**src/rtl/usb_host_txn_engine_pkg.sv**
```systemverilog
// USBPkg: shared definitions for the USB host transaction engine.
//   - PID constants used on the tx/rx packet interface
//   - txn_state_e: engine sequencing states
//   - request/response and tx/rx packet header structs
//   - hs_pid(): handshake PID selection (ACK or NAK)
package USBPkg;

   localparam logic [3:0] PID_OUT   = 4'b0001;
   localparam logic [3:0] PID_IN    = 4'b1001;
   localparam logic [3:0] PID_DATA0 = 4'b0011;
   localparam logic [3:0] PID_ACK   = 4'b0010;
   localparam logic [3:0] PID_NAK   = 4'b1010;

   typedef enum logic [3:0] {
      IDLE,
      A_TOK,
      A_DAT,
      A_WAIT,
      D_TOK,
      D_DAT,
      D_WAIT,
      R_HS,
      DONE
   } txn_state_e;

   // Latched request fields (payload is kept separately since its width is parameterised).
   typedef struct packed {
      logic        write;
      logic [15:0] mempage;
   } txn_req_t;

   // Completion status carried with rsp_valid.
   typedef struct packed {
      logic success;
   } txn_rsp_t;

   // Header of a packet offered to the packet layer.
   typedef struct packed {
      logic [3:0] pid;
      logic [6:0] addr;
      logic [3:0] endp;
   } tx_hdr_t;

   // Header of a packet strobed in from the packet layer.
   typedef struct packed {
      logic       valid;
      logic [3:0] pid;
      logic       crc_ok;
   } rx_hdr_t;

   function automatic logic [3:0] hs_pid(input logic ack);
      return ack ? PID_ACK : PID_NAK;
   endfunction

endpackage

```
**src/rtl/usb_host_txn_engine_rsp_timer.sv**
```systemverilog
// usb_rsp_timer: response timeout down-counter.
//   clock, reset : sole clock, synchronous active-high reset
//   clear        : force the counter to zero
//   load         : reload so that expired rises after TIMEOUT_CYCLES enabled cycles
//   enable       : count down (saturates at zero)
//   expired      : counter has reached zero
module usb_rsp_timer #(
   parameter int unsigned  TIMEOUT_CYCLES = 255,
   localparam int unsigned CNT_W          = $clog2(TIMEOUT_CYCLES)
) (
   input  logic clock,
   input  logic reset,
   input  logic clear,
   input  logic load,
   input  logic enable,
   output logic expired
);

   logic [CNT_W-1:0] cnt_q, cnt_d;

   // Loading TIMEOUT_CYCLES-1 makes expired visible during the
   // TIMEOUT_CYCLES-th enabled cycle after the load.
   always_comb begin
      cnt_d = cnt_q;
      if (clear) begin
         cnt_d = '0;
      end else if (load) begin
         cnt_d = CNT_W'(TIMEOUT_CYCLES - 1);
      end else if (enable && (cnt_q != '0)) begin
         cnt_d = cnt_q - CNT_W'(1);
      end
   end

   always_ff @(posedge clock) begin
      if (reset) begin
         cnt_q <= '0;
      end else begin
         cnt_q <= cnt_d;
      end
   end

   assign expired = (cnt_q == '0);

endmodule

```
**src/rtl/usb_host_txn_engine.sv**
```systemverilog
// usb_host_txn_engine: host-side USB transaction sequencer.
// Accepts page READ/WRITE requests (req_*), issues the token/data/handshake
// packet sequence to the packet layer (tx_*), consumes device packets (rx_*),
// retries NAK / bad-CRC / timeout up to MAX_RETRY times per phase and returns
// one status response per request (rsp_*).
//   clock, reset          : sole clock, synchronous active-high reset
//   req_valid/ready/write/mempage/wdata : request handshake and fields
//   rsp_valid/success/rdata             : one-cycle completion and status
//   tx_valid/ready/pid/addr/endp/len/payload : packet to packet layer
//   rx_valid/pid/payload/crc_ok         : received packet strobe
// Optional: `define USB_HOST_TXN_STATS_EN adds stat_retries / stat_failures.
module usb_host_txn_engine
   import USBPkg::*;
#(
   parameter int unsigned  DATA_BYTES     = 8,
   parameter logic [6:0]   DEV_ADDR       = 7'd5,
   parameter logic [3:0]   ENDP_OUT       = 4'd4,
   parameter logic [3:0]   ENDP_IN        = 4'd8,
   parameter int unsigned  MAX_RETRY      = 8,
   parameter int unsigned  TIMEOUT_CYCLES = 255,
   localparam int unsigned W              = 8 * DATA_BYTES,
   localparam int unsigned LEN_W          = $clog2(DATA_BYTES + 1)
) (
   input  logic             clock,
   input  logic             reset,
   input  logic             req_valid,
   output logic             req_ready,
   input  logic             req_write,
   input  logic [15:0]      req_mempage,
   input  logic [W-1:0]     req_wdata,
   output logic             rsp_valid,
   output logic             rsp_success,
   output logic [W-1:0]     rsp_rdata,
   output logic             tx_valid,
   input  logic             tx_ready,
   output logic [3:0]       tx_pid,
   output logic [6:0]       tx_addr,
   output logic [3:0]       tx_endp,
   output logic [LEN_W-1:0] tx_len,
   output logic [W-1:0]     tx_payload,
   input  logic             rx_valid,
   input  logic [3:0]       rx_pid,
   input  logic [W-1:0]     rx_payload,
   input  logic             rx_crc_ok
`ifdef USB_HOST_TXN_STATS_EN
   ,
   output logic [15:0]      stat_retries,
   output logic [15:0]      stat_failures
`endif
);

   localparam logic [7:0] RETRY_LIMIT = 8'(MAX_RETRY);

   txn_state_e   state_q, state_d;
   txn_req_t     req_q, req_d;
   txn_rsp_t     rsp_q, rsp_d;
   logic [W-1:0] wdata_q, wdata_d;
   logic [W-1:0] rdata_q, rdata_d;
   logic [7:0]   attempt_q, attempt_d;
   logic         hs_ack_q, hs_ack_d;

   logic         fail_attempt;
   logic         give_up;
   logic         timer_load;
   logic         timer_enable;
   logic         timer_clear;
   logic         timer_expired;
   tx_hdr_t      tx_hdr;
   rx_hdr_t      rx;

   assign rx = {rx_valid, rx_pid, rx_crc_ok};

   usb_rsp_timer #(
      .TIMEOUT_CYCLES(TIMEOUT_CYCLES)
   ) u_rsp_timer (
      .clock  (clock),
      .reset  (reset),
      .clear  (timer_clear),
      .load   (timer_load),
      .enable (timer_enable),
      .expired(timer_expired)
   );

   assign timer_enable = (state_q == A_WAIT) || (state_q == D_WAIT);
   assign timer_clear  = (state_q == IDLE);

   always_comb begin
      state_d      = state_q;
      req_d        = req_q;
      rsp_d        = rsp_q;
      wdata_d      = wdata_q;
      rdata_d      = rdata_q;
      attempt_d    = attempt_q;
      hs_ack_d     = hs_ack_q;
      fail_attempt = 1'b0;
      give_up      = 1'b0;
      timer_load   = 1'b0;
      tx_valid     = 1'b0;
      tx_hdr       = '0;
      tx_len       = '0;
      tx_payload   = '0;

      case (state_q)
         IDLE: begin
            if (req_valid) begin
               req_d     = '{write: req_write, mempage: req_mempage};
               wdata_d   = req_wdata;
               attempt_d = '0;
               state_d   = A_TOK;
            end
         end

         A_TOK: begin
            tx_valid = 1'b1;
            tx_hdr   = '{pid: PID_OUT, addr: DEV_ADDR, endp: ENDP_OUT};
            if (tx_ready) state_d = A_DAT;
         end

         A_DAT: begin
            tx_valid    = 1'b1;
            tx_hdr.pid  = PID_DATA0;
            tx_len      = LEN_W'(2);
            tx_payload  = W'(req_q.mempage);
            if (tx_ready) begin
               timer_load = 1'b1;
               state_d    = A_WAIT;
            end
         end

         A_WAIT: begin
            if (rx.valid) begin
               if (rx.pid == PID_ACK) begin
                  attempt_d = '0;
                  state_d   = D_TOK;
               end else begin
                  fail_attempt = 1'b1;
               end
            end else if (timer_expired) begin
               fail_attempt = 1'b1;
            end
         end

         D_TOK: begin
            tx_valid = 1'b1;
            tx_hdr   = '{pid:  req_q.write ? PID_OUT : PID_IN,
                         addr: DEV_ADDR,
                         endp: req_q.write ? ENDP_OUT : ENDP_IN};
            if (tx_ready) begin
               if (req_q.write) begin
                  state_d = D_DAT;
               end else begin
                  timer_load = 1'b1;
                  state_d    = D_WAIT;
               end
            end
         end

         D_DAT: begin
            tx_valid   = 1'b1;
            tx_hdr.pid = PID_DATA0;
            tx_len     = LEN_W'(DATA_BYTES);
            tx_payload = wdata_q;
            if (tx_ready) begin
               timer_load = 1'b1;
               state_d    = D_WAIT;
            end
         end

         D_WAIT: begin
            if (rx.valid) begin
               if (req_q.write && (rx.pid == PID_ACK)) begin
                  rsp_d.success = 1'b1;
                  state_d       = DONE;
               end else if (!req_q.write && (rx.pid == PID_DATA0)) begin
                  // A corrupt DATA0 is answered with NAK first; the failed
                  // attempt is counted once that handshake is accepted.
                  hs_ack_d = rx.crc_ok;
                  if (rx.crc_ok) rdata_d = rx_payload;
                  state_d = R_HS;
               end else begin
                  fail_attempt = 1'b1;
               end
            end else if (timer_expired) begin
               fail_attempt = 1'b1;
            end
         end

         R_HS: begin
            tx_valid   = 1'b1;
            tx_hdr.pid = hs_pid(hs_ack_q);
            if (tx_ready) begin
               if (hs_ack_q) begin
                  rsp_d.success = 1'b1;
                  state_d       = DONE;
               end else begin
                  fail_attempt = 1'b1;
               end
            end
         end

         DONE: begin
            state_d = IDLE;
         end

         default: begin
            state_d = IDLE;
         end
      endcase

      // Retry restarts the token of whichever phase failed; R_HS belongs to
      // the data phase.
      if (fail_attempt) begin
         if (attempt_q < RETRY_LIMIT) begin
            attempt_d = attempt_q + 8'd1;
            state_d   = (state_q == A_WAIT) ? A_TOK : D_TOK;
         end else begin
            give_up       = 1'b1;
            rsp_d.success = 1'b0;
            state_d       = DONE;
         end
      end
   end

   always_ff @(posedge clock) begin
      if (reset) begin
         state_q   <= IDLE;
         req_q     <= '0;
         rsp_q     <= '0;
         wdata_q   <= '0;
         rdata_q   <= '0;
         attempt_q <= '0;
         hs_ack_q  <= 1'b0;
      end else begin
         state_q   <= state_d;
         req_q     <= req_d;
         rsp_q     <= rsp_d;
         wdata_q   <= wdata_d;
         rdata_q   <= rdata_d;
         attempt_q <= attempt_d;
         hs_ack_q  <= hs_ack_d;
      end
   end

   assign req_ready   = (state_q == IDLE);
   assign rsp_valid   = (state_q == DONE);
   assign rsp_success = rsp_q.success;
   assign rsp_rdata   = rdata_q;
   assign tx_pid      = tx_hdr.pid;
   assign tx_addr     = tx_hdr.addr;
   assign tx_endp     = tx_hdr.endp;

`ifdef USB_HOST_TXN_STATS_EN
   logic [15:0] retries_q, retries_d;
   logic [15:0] failures_q, failures_d;

   always_comb begin
      retries_d  = retries_q;
      failures_d = failures_q;
      if (fail_attempt && (retries_q != '1)) retries_d = retries_q + 16'd1;
      if (give_up && (failures_q != '1)) failures_d = failures_q + 16'd1;
   end

   always_ff @(posedge clock) begin
      if (reset) begin
         retries_q  <= '0;
         failures_q <= '0;
      end else begin
         retries_q  <= retries_d;
         failures_q <= failures_d;
      end
   end

   assign stat_retries  = retries_q;
   assign stat_failures = failures_q;
`endif

endmodule
```
**config.mk**
```make
export PLATFORM = sky130hd
export DESIGN_NAME = usb_host_txn_engine
export DESIGN_NICKNAME = d
export VERILOG_FILES = /design/src/rtl/usb_host_txn_engine_pkg.sv /design/src/rtl/usb_host_txn_engine_rsp_timer.sv /design/src/rtl/usb_host_txn_engine.sv
export SDC_FILE = /design/constraint.sdc
export NUM_CORES = 1
export LEC_CHECK = 0
export ABC_AREA = 1
export BUFFER_PORTS_ARGS = -buffer_cell sky130_fd_sc_hd__buf_4
export CAP_MARGIN = 20
export CORE_ASPECT_RATIO = 2
export CORE_MARGIN = 1.5
export CORE_UTILIZATION = 40
export DETAILED_ROUTE_END_ITERATION = 8
export PLACE_DENSITY = 0.68
export RECOVER_POWER = 100
export SYNTH_ARGS = -nofsm -noshare
export SYNTH_HDL_FRONTEND = slang
export SYNTH_SLANG_ARGS = --single-unit
export TNS_END_PERCENT = 30
```
**constraint.sdc**
```tcl
create_clock -name clock -period 3.1 [get_ports clock]
set_clock_uncertainty 0.15 [all_clocks]
set_input_delay 0 -clock clock [delete_from_list [all_inputs] [get_ports clock]]
set_output_delay 0 -clock clock [all_outputs]
set_load 0.02 [all_outputs]
```
# After elaboration in Yosys (flattened, before gate mapping)
# Cells that the tools add are included.
[totals]
wordCells = 105
inputBits = 155
reg_bits = 167
[classes]
bitwise_logic = 1
order_cmp = 1
n_addsub = 2
eq_ne = 21
reduce_logical = 17
mux = 53
[op_table]
columns = ["cell", "n"]
rows = [
  ["$pmux W64 S2", 1],
  ["$mux W4", 17],
  ["$mux W8", 7],
  ["$pmux W4 S8", 1],
  ["$ne A3 B3 Y1 const B", 8],
  ["$mux W1", 18],
  ["$eq A4 B2 Y1 const B", 4],
  ["$eq A4 B3 Y1 const B", 4],
  ["$pmux W4 S4", 1],
  ["$pmux W8 S2", 1],
  ["$pmux W7 S2", 1],
  ["$reduce_and A11 Y1", 1],
  ["$add A8 B1 Y8 const B", 1],
  ["$logic_not A8 Y1", 1],
  ["$lt A8 B4 Y1 const B", 1],
  ["$pmux W4 S2", 1],
  ["$reduce_bool A8 Y1", 1],
  ["$sub A8 B1 Y8 const B", 1],
  ["$ne A3 B2 Y1 const B", 2],
  ["$reduce_and A5 Y1", 1],
  ["$reduce_or A5 Y1", 1],
  ["$eq A4 B1 Y1 const B", 1],
  ["$eq A4 B4 Y1 const B", 1],
  ["$logic_not A4 Y1", 1],
  ["other kinds (14)", 18],
]

# Logic depth before layout (Yosys ltp)
# Gate-level depths: netlist of the first run.
[depth]
word_depth = 8
ltp_mapped = 11
mapped_depth_nobuf = 11

# Modules after synthesis
# A second synthesis of the first run with hierarchy kept.
[unflattened]
cells_unflattened = 963
hier_area_um2 = 7513.5
[modules_own_cells]
columns = ["module", "cells_per_inst", "area_each_um2", "seq_area_each_um2", "instances"]
rows = [
  ["usb_host_txn_engine", 874, 6951.7, 3183.1, 1],
  ["usb_rsp_timer", 89, 561.8, 160.2, 1],
]

# Worst setup path after synthesis of the first run
# Ideal clock, no wire load.
[synth_timing]
path_kind = "register -> register"
startpoint = "register state_q[2]"
endpoint = "register u_rsp_timer.cnt_q[7]"
setup_slack_ns = 1.403
period_less_slack_ns = 1.697
t_arrival_ns = 1.426
t_required_ns = 2.829
setup_ns = 0.121
path_buffers = 0
stages_incl_launch_ff = 10
cell_sequence = "dfxtp_1 inv_1 nor2_4 nand2_1 nor2_2 nor2_2 nor2_4 nor2_2 a21oi_1 nor2_1"
[synth_via]
elab_chain_cells = 4
word_cells_on_any_way = 13
[synth_lines]
columns = ["item", "line", "text"]
rows = [
  ["start: declaration", "usb_host_txn_engine.sv:54", "txn_state_e state_q, state_d;"],
  ["start signal: assignment", "usb_host_txn_engine.sv:234", "state_q <= state_d;"],
  ["$eq A4 B3 Y1 (tied with other cells)", "usb_host_txn_engine.sv:103", "case (state_q)"],
  ["$reduce_or A2 Y1 (no line) or $logic_or A1 B1 Y1 (tied branches)", "-", ""],
  ["$pmux W1 S2 or $logic_and A1 B1 Y1 (tied branches)", "usb_host_txn_engine.sv:103, usb_host_txn_engine_rsp_timer.sv:29", ""],
  ["$mux W8 or $reduce_bool A2 Y1 (tied branches)", "-", ""],
  ["end signal: assignment", "usb_host_txn_engine_rsp_timer.sv:38", "cnt_q <= cnt_d;"],
  ["end: declaration", "usb_host_txn_engine_rsp_timer.sv:19", "logic [CNT_W-1:0] cnt_q, cnt_d;"],
]
# Parallel ways exist; a longest one is shown, timed or not.
# A chain may end at the register's enable or synchronous reset.

# Final worst setup path of the first run
[layout_timing]
startpoint = "register state_q[2]"
endpoint = "output port tx_payload[10]"
[layout_via]
elab_chain_cells = 2
word_cells_on_any_way = 3
[layout_lines]
columns = ["item", "line", "text"]
rows = [
  ["$eq A4 B3 Y1 or $eq A4 B2 Y1 (tied branches)", "usb_host_txn_engine.sv:103", ""],
  ["$pmux W64 S2 (*)", "usb_host_txn_engine.sv:103", ""],
  ["end: declaration", "usb_host_txn_engine.sv:40", "output logic [W-1:0] tx_payload,"],
]
# Mark *: on every way between the ends. The rest lies on a longest branch, timed or not.

==> flow_summary.json, run 1 <==
{
  "layout.nets": 1519,
  "grt_max_degree": 88,
  "hold_depth": 3,
  "cp_max_fo": 53,
  "postCtsSetupBuffers": 0,
  "worstMarginPinSlew_ps": 1160,
  "clk_path_buf_depth": 2,
  "die_h_um": 196,
  "fp.dieW_um": 99.7,
  "area_delta_synth_final_pct": 49.0,
  "syn_area_per_cell_um2": 7.90,
  "r2r_cells": 9,
  "p_per_area_nw_per_um2": 600,
  "synth_warnings": 0,
  "period_needed_ps": 2890,
  "synth_edf_count": 0,
  "required_ps": 2950,
  "finalSetupViolations": 0,
  "grt_pass1_wl_um": 35900,
  "synth_cell_types": 38,
  "worstPathArrival_ps": 2740,
  "worst_slack_ps": 214,
  "hp-start": "rx_crc_ok",
  "synth_top_area_cell": "dfxtp_1",
  "drive_gt1_share_pct": 19.8,
  "regArea_um2": 3340,
  "p_leak_nw": 4.58,
  "rsz0062_at_grt": "false",
  "syn_area_um2": 7480,
  "start_kind": "flip-flop",
  "final_area_um2": 11100,
  "clock_sinks": 167,
  "async_flop_share_pct": 0,
  "synth_top_area_share_pct": 44.7,
  "dpl_worst_slack_ps": 851,
  "cts_root_buf": "clkbuf_16",
  "clock.fmax_ghz": 0.346,
  "htree_levels": 4,
  "tns_ps": 0,
  "fin_util_pct": 60.9,
  "grt_pass1_vias": 7424,
  "relSlewSlack_pct": 22.2,
  "core_area_um2": 18300,
  "clk_pin_slew_ps": 70,
  "finalMaxSlewViolations": 0,
  "synth_cells": 947,
  "synth_top_flop_cell": "dfxtp_1",
  "dieArea_um2": 19600,
  "period_share_pct": 93.1,
  "drt_wl_total_um": 23000,
  "ios": 306,
  "cap_violations": 0,
  "grt.total_usage_pct": 23.0,
  "seq_area_frac_synth_pct": 44.7,
  "cts_buffers": 17,
  "wl_per_cell_um": 14.5,
  "synth_commonest_cells": "inv_1 (171), dfxtp_1 (167), nor2_1 (149)",
  "via_per_inst": 4.79,
  "min_to": "rsp_rdata[59]",
  "status": "complete, no violations",
  "synth.top_cells.by_area": "dfxtp_1 (45%), a211oi_2 (9.9%), inv_1 (8.6%)",
  "end_kind": "output port",
  "gp_congestion": 0.863,
  "drc": 0,
  "yosysMostFrequentCell": "inv_1",
  "ir_drop_mv": 0.412,
  "drtIter0Drc": 200,
  "multi_input_area_um2": 2940,
  "initial_core_util_pct": 40.9,
  "grt-ovfl-total": 0,
  "dp_hpwl_um": 15000,
  "cts_resized": 0,
  "io_buffers": 295,
  "rows": 70,
  "r2r_slack_ps": 290,
  "finalPower_mw": 6.69,
  "crit_type": "reg2out",
  "antenna_found_initial": 1,
  "ant_nets": 0,
  "timing.rr.end": "u_rsp_timer.cnt_q[7]",
  "rr_startpoint": "state_q[2]",
  "fillerInstances": 1652,
  "hold_path_class": "in2reg",
  "num_vias": 7626,
  "dr.pass1.iters": 4,
  "dpl_cell_area_um2": 9670,
  "final_cells": 1591,
  "hold_ws_ps": 50.4,
  "ys_ff_latch": 167,
  "placed_cells": 1405,
  "tritoncts": "yes",
  "clkLatencyLatePin_ps": 420,
  "hold_violations": 0
}
## cells by family after synthesis
group | synth area share, %
DFF | 44.7
adders and majority gates | 0.502
and+or+nand+nor | 14.3
buffers and inverters | 14.8
other | 0.0501
xor gates and xnor gates | 0.820
AOI/OAI and AO/OA | 24.9
## layer usage
metal  global-route usage [%]  vias to the layer above  wire [µm]
li1                         -                     3846          -
met1                     23.5                     3437       8780
met2                     43.8                      308      12100
met3                     6.17                       35       1580
met4                     8.29                        0        505
met5                        0                        -          0
## area by class of cell
class / instances / share of cell area (%)
Antenna cell: 1 / 0.0225
Clock buffer: 20 / 4.10
Clock inverter: 12 / 1.07
Inverter: 181 / 6.10
Multi-Input combinational cell: 538 / 26.4
Sequential cell: 167 / 30.0
Tap cell: 216 / 2.43
Timing Repair Buffer: 456 / 29.9
## repair_timing
| action | in CTS | in global routing |
|---|---|---|
| endpoints found under the hold margin | 160 | 0 |
| setup endpoints to repair | 0 | 0 |
| hold buffers | 153 | 0 |
## where the power goes
| part | leakage (nW) | internal, mW | switching [mW] | total, mW |
|---|---|---|---|---|
| combinational | 2.95 | 0.729 | 1.28 | 2.01 |
| clock | 0.274 | 1.16 | 0.924 | 2.09 |
| sequential | 1.36 | 2.48 | 0.121 | 2.60 |
## state kept, by name, indices dropped and copies added, names as in the netlist
name / flops
attempt_q: 8
hs_ack_q: 1
req_q: 17
rsp_rdata: 64
rsp_success: 1
state_q: 4
u_rsp_timer.cnt_q: 8
wdata_q: 64
## worst max-delay path, stage by stage, from the launching register on
cell	delay, ps
dfxtp_1	390
inv_1	80
nor2_1	390
nand2_1	480
buf_4	460
o22ai_1	260
clkbuf_2	210
## how the worst max path moves through the flow
stage	from	to	slack (ps)	depth (start not counted)
3_3_place_gp	state_q[1]	rsp_rdata[36]	910	8
5_1_grt	state_q[2]	tx_payload[16]	50	6
2_1_floorplan	state_q[2]	u_rsp_timer.cnt_q[7]	1400	9
4_1_cts	rx_pid[2]	state_q[3]	310	11
3_5_place_dp	state_q[1]	rsp_rdata[30]	850	8
6_report	state_q[2]	tx_payload[10]	210	6
## cells in the final DEF (no fill, tap or decap), drive strengths merged, types with 29 or more instances in the layout
master / instances
dlygate4sd3: 153
a211oi: 65
inv: 184
nand3: 29
buf: 167
nand2: 50
a21oi: 92
dfxtp: 167
o21ai: 94
nor2: 159
clkbuf: 156
No activity file was read; power rests on OpenSTA's default activity.
==> run 2: changes to the inputs <==
Settings changed: PLACE_DENSITY 0.68 to 0.78.
Clock period 3.1 ns to 2.55 ns, I/O delays scaled along.
==> run 2 against run 1 <==
Die area stayed put. Global-route usage up 1.6 points. Via count increased by 4.9%. Utilization is 0.96 points higher. Count of clock-buffer cells in the layout grew 2. Highest routed layer unchanged. Largest cell class is now buffers. Flip-flop and latch count did not move. Total power up 25%. Wire length increased by 8.9%. Sequential share of layout area shrank 0.46 points.
==> flow_summary.json, run 2 (synthesized netlist as in run 1, its figures left out) <==
{
  "status": "complete, no violations",
  "clk_path_buf_depth": 2,
  "r2r_cells": 7,
  "rsz0062_at_grt": "false",
  "core_area_um2": 18300,
  "htree_levels": 4,
  "cap_violations": 0,
  "grt_max_degree": 72,
  "final_cells": 1606,
  "critPathTopFamily": "simple AND/OR/NAND/NOR gates",
  "grt-ovfl-total": 0,
  "drive_gt1_share_pct": 20.1,
  "postCtsSetupBuffers": 0,
  "mostFrequentLayoutCell": "inv_1",
  "crit_type": "reg2out",
  "end_kind": "output port",
  "antenna_cells": 0,
  "grt_pass1_vias": 8122,
  "crit_end": "tx_payload[10]",
  "required_ps": 2400,
  "gp_congestion": 0.947,
  "dr.pass1.iters": 5,
  "clock.fmax_ghz": 0.405,
  "tritoncts": "yes",
  "rr_startpoint": "state_q[1]",
  "area_delta_synth_final_pct": 51.3,
  "io_buffers": 295,
  "wl_per_cell_um": 15.6,
  "drt_wl_total_um": 25000,
  "final_area_um2": 11300,
  "initial_core_util_pct": 40.9,
  "drtIter0Drc": 274,
  "cts_root_buf": "clkbuf_16",
  "worstMarginPinSlew_ps": 811,
  "placed_cells": 1410,
  "cts_resized": 0,
  "layout.nets": 1535,
  "crit_path_cell_trace": "inv_1 -> nor2_1 -> nand2_2 -> buf_12 -> o22ai_1 -> buf_2",
  "num_vias": 7998,
  "die_h_um": 196,
  "rows": 70,
  "finalMaxSlewViolations": 0,
  "cp_max_fo": 66,
  "clk_pin_slew_ps": 70,
  "cp_slowest_cell": "dfxtp_1",
  "via_per_inst": 4.98,
  "dpl_cell_area_um2": 9730,
  "finalSetupViolations": 0,
  "r2r_slack_ps": 110,
  "crit_start": "state_q[2]",
  "grt.total_usage_pct": 24.7,
  "mostFrequentLayoutCells": "inv_1 (172), dfxtp_1 (167), dlygate4sd3_1 (163), buf_4 (163), nor2_1 (154)",
  "path_buf_inv": 3,
  "timing.rr.end": "rsp_rdata[0]",
  "drc": 0,
  "hold_violations": 0,
  "p_leak_nw": 4.70,
  "fp.dieW_um": 99.7,
  "antenna_found_initial": 0,
  "cp.depth": 6,
  "ir_drop_mv": 0.536,
  "tns_ps": 0,
  "period_share_pct": 96.7,
  "critPathMaxStageDelay_ps": 420,
  "clock_sinks": 167,
  "relSlewSlack_pct": 45.6,
  "dieArea_um2": 19600,
  "cts_buffers": 17,
  "hold_ws_ps": 102,
  "dp_hpwl_um": 14900,
  "clkLatencyLatePin_ps": 430,
  "hold_path_class": "in2reg",
  "start_kind": "flip-flop",
  "period_needed_ps": 2470,
  "worstPathArrival_ps": 2320,
  "p_per_area_nw_per_um2": 738,
  "grt_pass1_wl_um": 38500,
  "ant_nets": 0,
  "ios": 306
}
[run 2: cell types whose count changed in the layout (fill, tap and decap cells not counted), moves of 3 or more]
cell	before	now
nand2_1	46	43
inv_6	4	1
clkbuf_2	12	23
clkbuf_1	124	120
a211oi_2	41	35
dlygate4sd3_1	153	163
a211oi_1	24	30
[run 2: worst register-to-register path, stage by stage (launching register included)]
cell and delay, ps:
dfxtp_1 490, nand2_2 130, nor2_4 170, nand2_2 120, inv_2 80, nand3_2 270
a211oi_1 350, dlygate4sd3_1 610
[run 2: per-layer routing]
layer / GRT usage [%] / vias to the layer above / share of wire, %
met3: 7.02 / 77 / 7.7
met4: 13.8 / 0 / 4.3
li1: - / 3875 / -
met1: 23.5 / 3651 / 36
met2: 46.1 / 395 / 52
met5: 0 / - / 0
[run 2: worst min path at each step]
stage / slack [ps] / cells past startpoint / endpoint / from
finish: 100 / 6 / state_q[1] / rx_pid[1]
global placement: 130 / 3 / rsp_rdata[49] / rx_payload[49]
floorplan: 30 / 2 / rsp_rdata[42] / rx_payload[42]
global route: 150 / 6 / state_q[1] / rx_pid[1]
detailed placement: 130 / 3 / wdata_q[63] / req_wdata[63]
CTS: 90 / 6 / state_q[1] / rx_pid[1]
[run 2: timing repair]
action	4_1_cts	5_1_grt
endpoints found under the hold margin	156	0
hold buffers	163	0
endpoints found under the setup margin	0	1
[run 2: cell type report]
cell class | count | area, µm²
well taps | 216 | 270
clock inverters | 10 | 145
fillers | 1534 | 6990
flip-flops and latches | 167 | 3340
multi-input cells | 539 | 2940
repair buffers | 471 | 3490
clock buffers | 22 | 454
inverters | 181 | 679
[run 2: power breakdown]
part           switching (mW)  total [mW]  leakage, nW  internal, mW
Sequential              0.159        3.17         1.36          3.01
Clock                    1.09        2.66        0.273          1.57
Combinational            1.61        2.52         3.07         0.914
[run 2: stage by stage]
step / total power [mW] / worst slack (ps) / util, %
after floorplan: 4.83 / 853 / -
after global placement: 5.56 / 545 / 53.2
after detailed placement: 5.62 / 469 / 53.2
after CTS: 8.47 / 179 / 65.4
after global routing: 8.80 / 3.26 / 61.8
final: 8.36 / 83.1 / 61.8
==> run 3: changes to the inputs <==
Settings changed: CELL_PAD_IN_SITES_DETAIL_PLACEMENT set to 0, CELL_PAD_IN_SITES_GLOBAL_PLACEMENT set to 1, CORE_UTILIZATION 40 to 31, PLACE_DENSITY 0.78 to 0.84, SETUP_SLACK_MARGIN set to 0.15.
==> run 3 against run 2 <==
Cell area rose by 0.41%. Non-clock buffer count fell by 3. Largest power group unchanged. Worst setup slack improved by 110 ps. Die area rose by 28%. Clock power fell by 2%. Flip-flop and latch count did not move. Hold slack got worse by 33 ps. Cell count rose by 4.3%. First-iteration DRC count rose by 70%. Wire length fell by 7.3%. Sequential share of layout area fell by 0.12 points.
==> flow_summary.json, run 3 (synthesized netlist as in run 1, its figures left out) <==
{
  "drtIter0Drc": 467,
  "cp_max_fo": 13,
  "via_per_inst": 4.58,
  "io_buffers": 295,
  "start_kind": "flip-flop",
  "clk_pin_slew_ps": 70,
  "dr.pass1.iters": 6,
  "grt_max_degree": 73,
  "period_share_pct": 92.5,
  "rows": 80,
  "htree_levels": 4,
  "p_per_area_nw_per_um2": 723,
  "mostFrequentLayoutCells": "inv_1 (172), dfxtp_1 (167), dlygate4sd3_1 (162), buf_4 (162), nor2_1 (153)",
  "clk_path_buf_depth": 2,
  "ant_nets": 0,
  "die_h_um": 223,
  "clkLatencyLatePin_ps": 440,
  "grt.total_usage_pct": 18.4,
  "wl_per_cell_um": 13.9,
  "layout.nets": 1532,
  "end_kind": "flip-flop",
  "grt-ovfl-total": 0,
  "ir_drop_mv": 0.620,
  "grt_pass1_vias": 7411,
  "clock_sinks": 167,
  "drc": 0,
  "hold_path_class": "in2reg",
  "period_needed_ps": 2360,
  "cts_root_buf": "clkbuf_16",
  "finalSetupViolations": 0,
  "fin_util_pct": 47.7,
  "rsz0062_at_grt": "true",
  "drive_gt1_share_pct": 19.0,
  "num_vias": 7670,
  "dpl_worst_slack_ps": 504,
  "antenna_found_initial": 1,
  "tns_ps": 0,
  "worst_slack_ps": 191,
  "fillerInstances": 2365,
  "cap_violations": 0,
  "dp_hpwl_um": 15300,
  "grt_pass1_wl_um": 36400,
  "area_delta_synth_final_pct": 51.9,
  "crit_type": "reg2reg",
  "drt_wl_total_um": 23200,
  "worstMarginPinSlew_ps": 771,
  "required_ps": 2720,
  "cts_buffers": 17,
  "hold_ws_ps": 68.9,
  "postCtsSetupBuffers": 0,
  "core_area_um2": 23800,
  "tritoncts": "yes",
  "fp.dieW_um": 113,
  "regArea_um2": 3340,
  "gp_congestion": 0.828,
  "multi_input_area_um2": 2940,
  "initial_core_util_pct": 31.4,
  "clock.fmax_ghz": 0.424,
  "dieArea_um2": 25100,
  "hold_violations": 0,
  "cts_resized": 0,
  "ios": 306,
  "status": "complete, no violations",
  "relSlewSlack_pct": 48.2,
  "worstPathArrival_ps": 2530,
  "p_leak_nw": 4.62,
  "finalMaxSlewViolations": 0,
  "mostFrequentLayoutCell": "inv_1"
}
run 3: area by class of cell:
cell class	count	area share, %
flip-flops and latches	167	29.4
clock inverters	11	0.991
diodes	1	0.0220
repair buffers	468	30.4
well taps	287	3.16
clock buffers	21	4.23
inverters	181	6.00
multi-input cells	539	25.8
run 3: worst paths after layout:
kind | endpoint | slack [ps] | cells past startpoint | startpoint
setup / recovery | rsp_rdata[63] | 190 | 8 | state_q[1]
setup reg to reg | rsp_rdata[63] | 190 | 8 | state_q[1]
hold / removal | state_q[1] | 70 | 6 | rx_pid[1]
hold reg to reg | attempt_q[6] | 290 | 2 | attempt_q[6]
run 3: what timing repair did:
item / 4_1_cts / 5_1_grt
endpoints found under the hold margin: 161 / 0
hold buffers: 162 / 0
endpoints found under the setup margin: 0 / 9
run 3: routing by layer:
layer	global-route usage [%]	part of all wire, %	up-vias
met5	0	0	-
met4	8.74	3.0	0
met3	5.73	8.0	47
met2	33.7	51	339
met1	18.6	38	3410
li1	-	-	3874
run 3: critical path, stage by stage (launching register included):
cell	delay, ps
dfxtp_1	480
nand2_1	170
nor2_4	140
nand2_2	100
inv_2	80
nand3_2	250
nor2_1	210
a211oi_2	40
dlygate4sd3_1	610
run 3: where the power goes:
part	switching, mW	total, mW	internal (mW)
Clock	1.14	2.60	1.46
Sequential	0.141	3.15	3.01
Combinational	1.56	2.46	0.896
Total	2.84	8.21	5.37
run 3: stage by stage:
| stage | instance area, µm² | instances | power (mW) |
|---|---|---|---|
| after floorplan | 7510 | 956 | 4.83 |
| after global placement | 9850 | 1479 | 5.62 |
| after detailed placement | 9850 | 1479 | 5.66 |
| after CTS | 12100 | 1673 | 8.48 |
| after global routing | 11400 | 1675 | 8.76 |
| final | 11400 | 1675 | 8.21 |
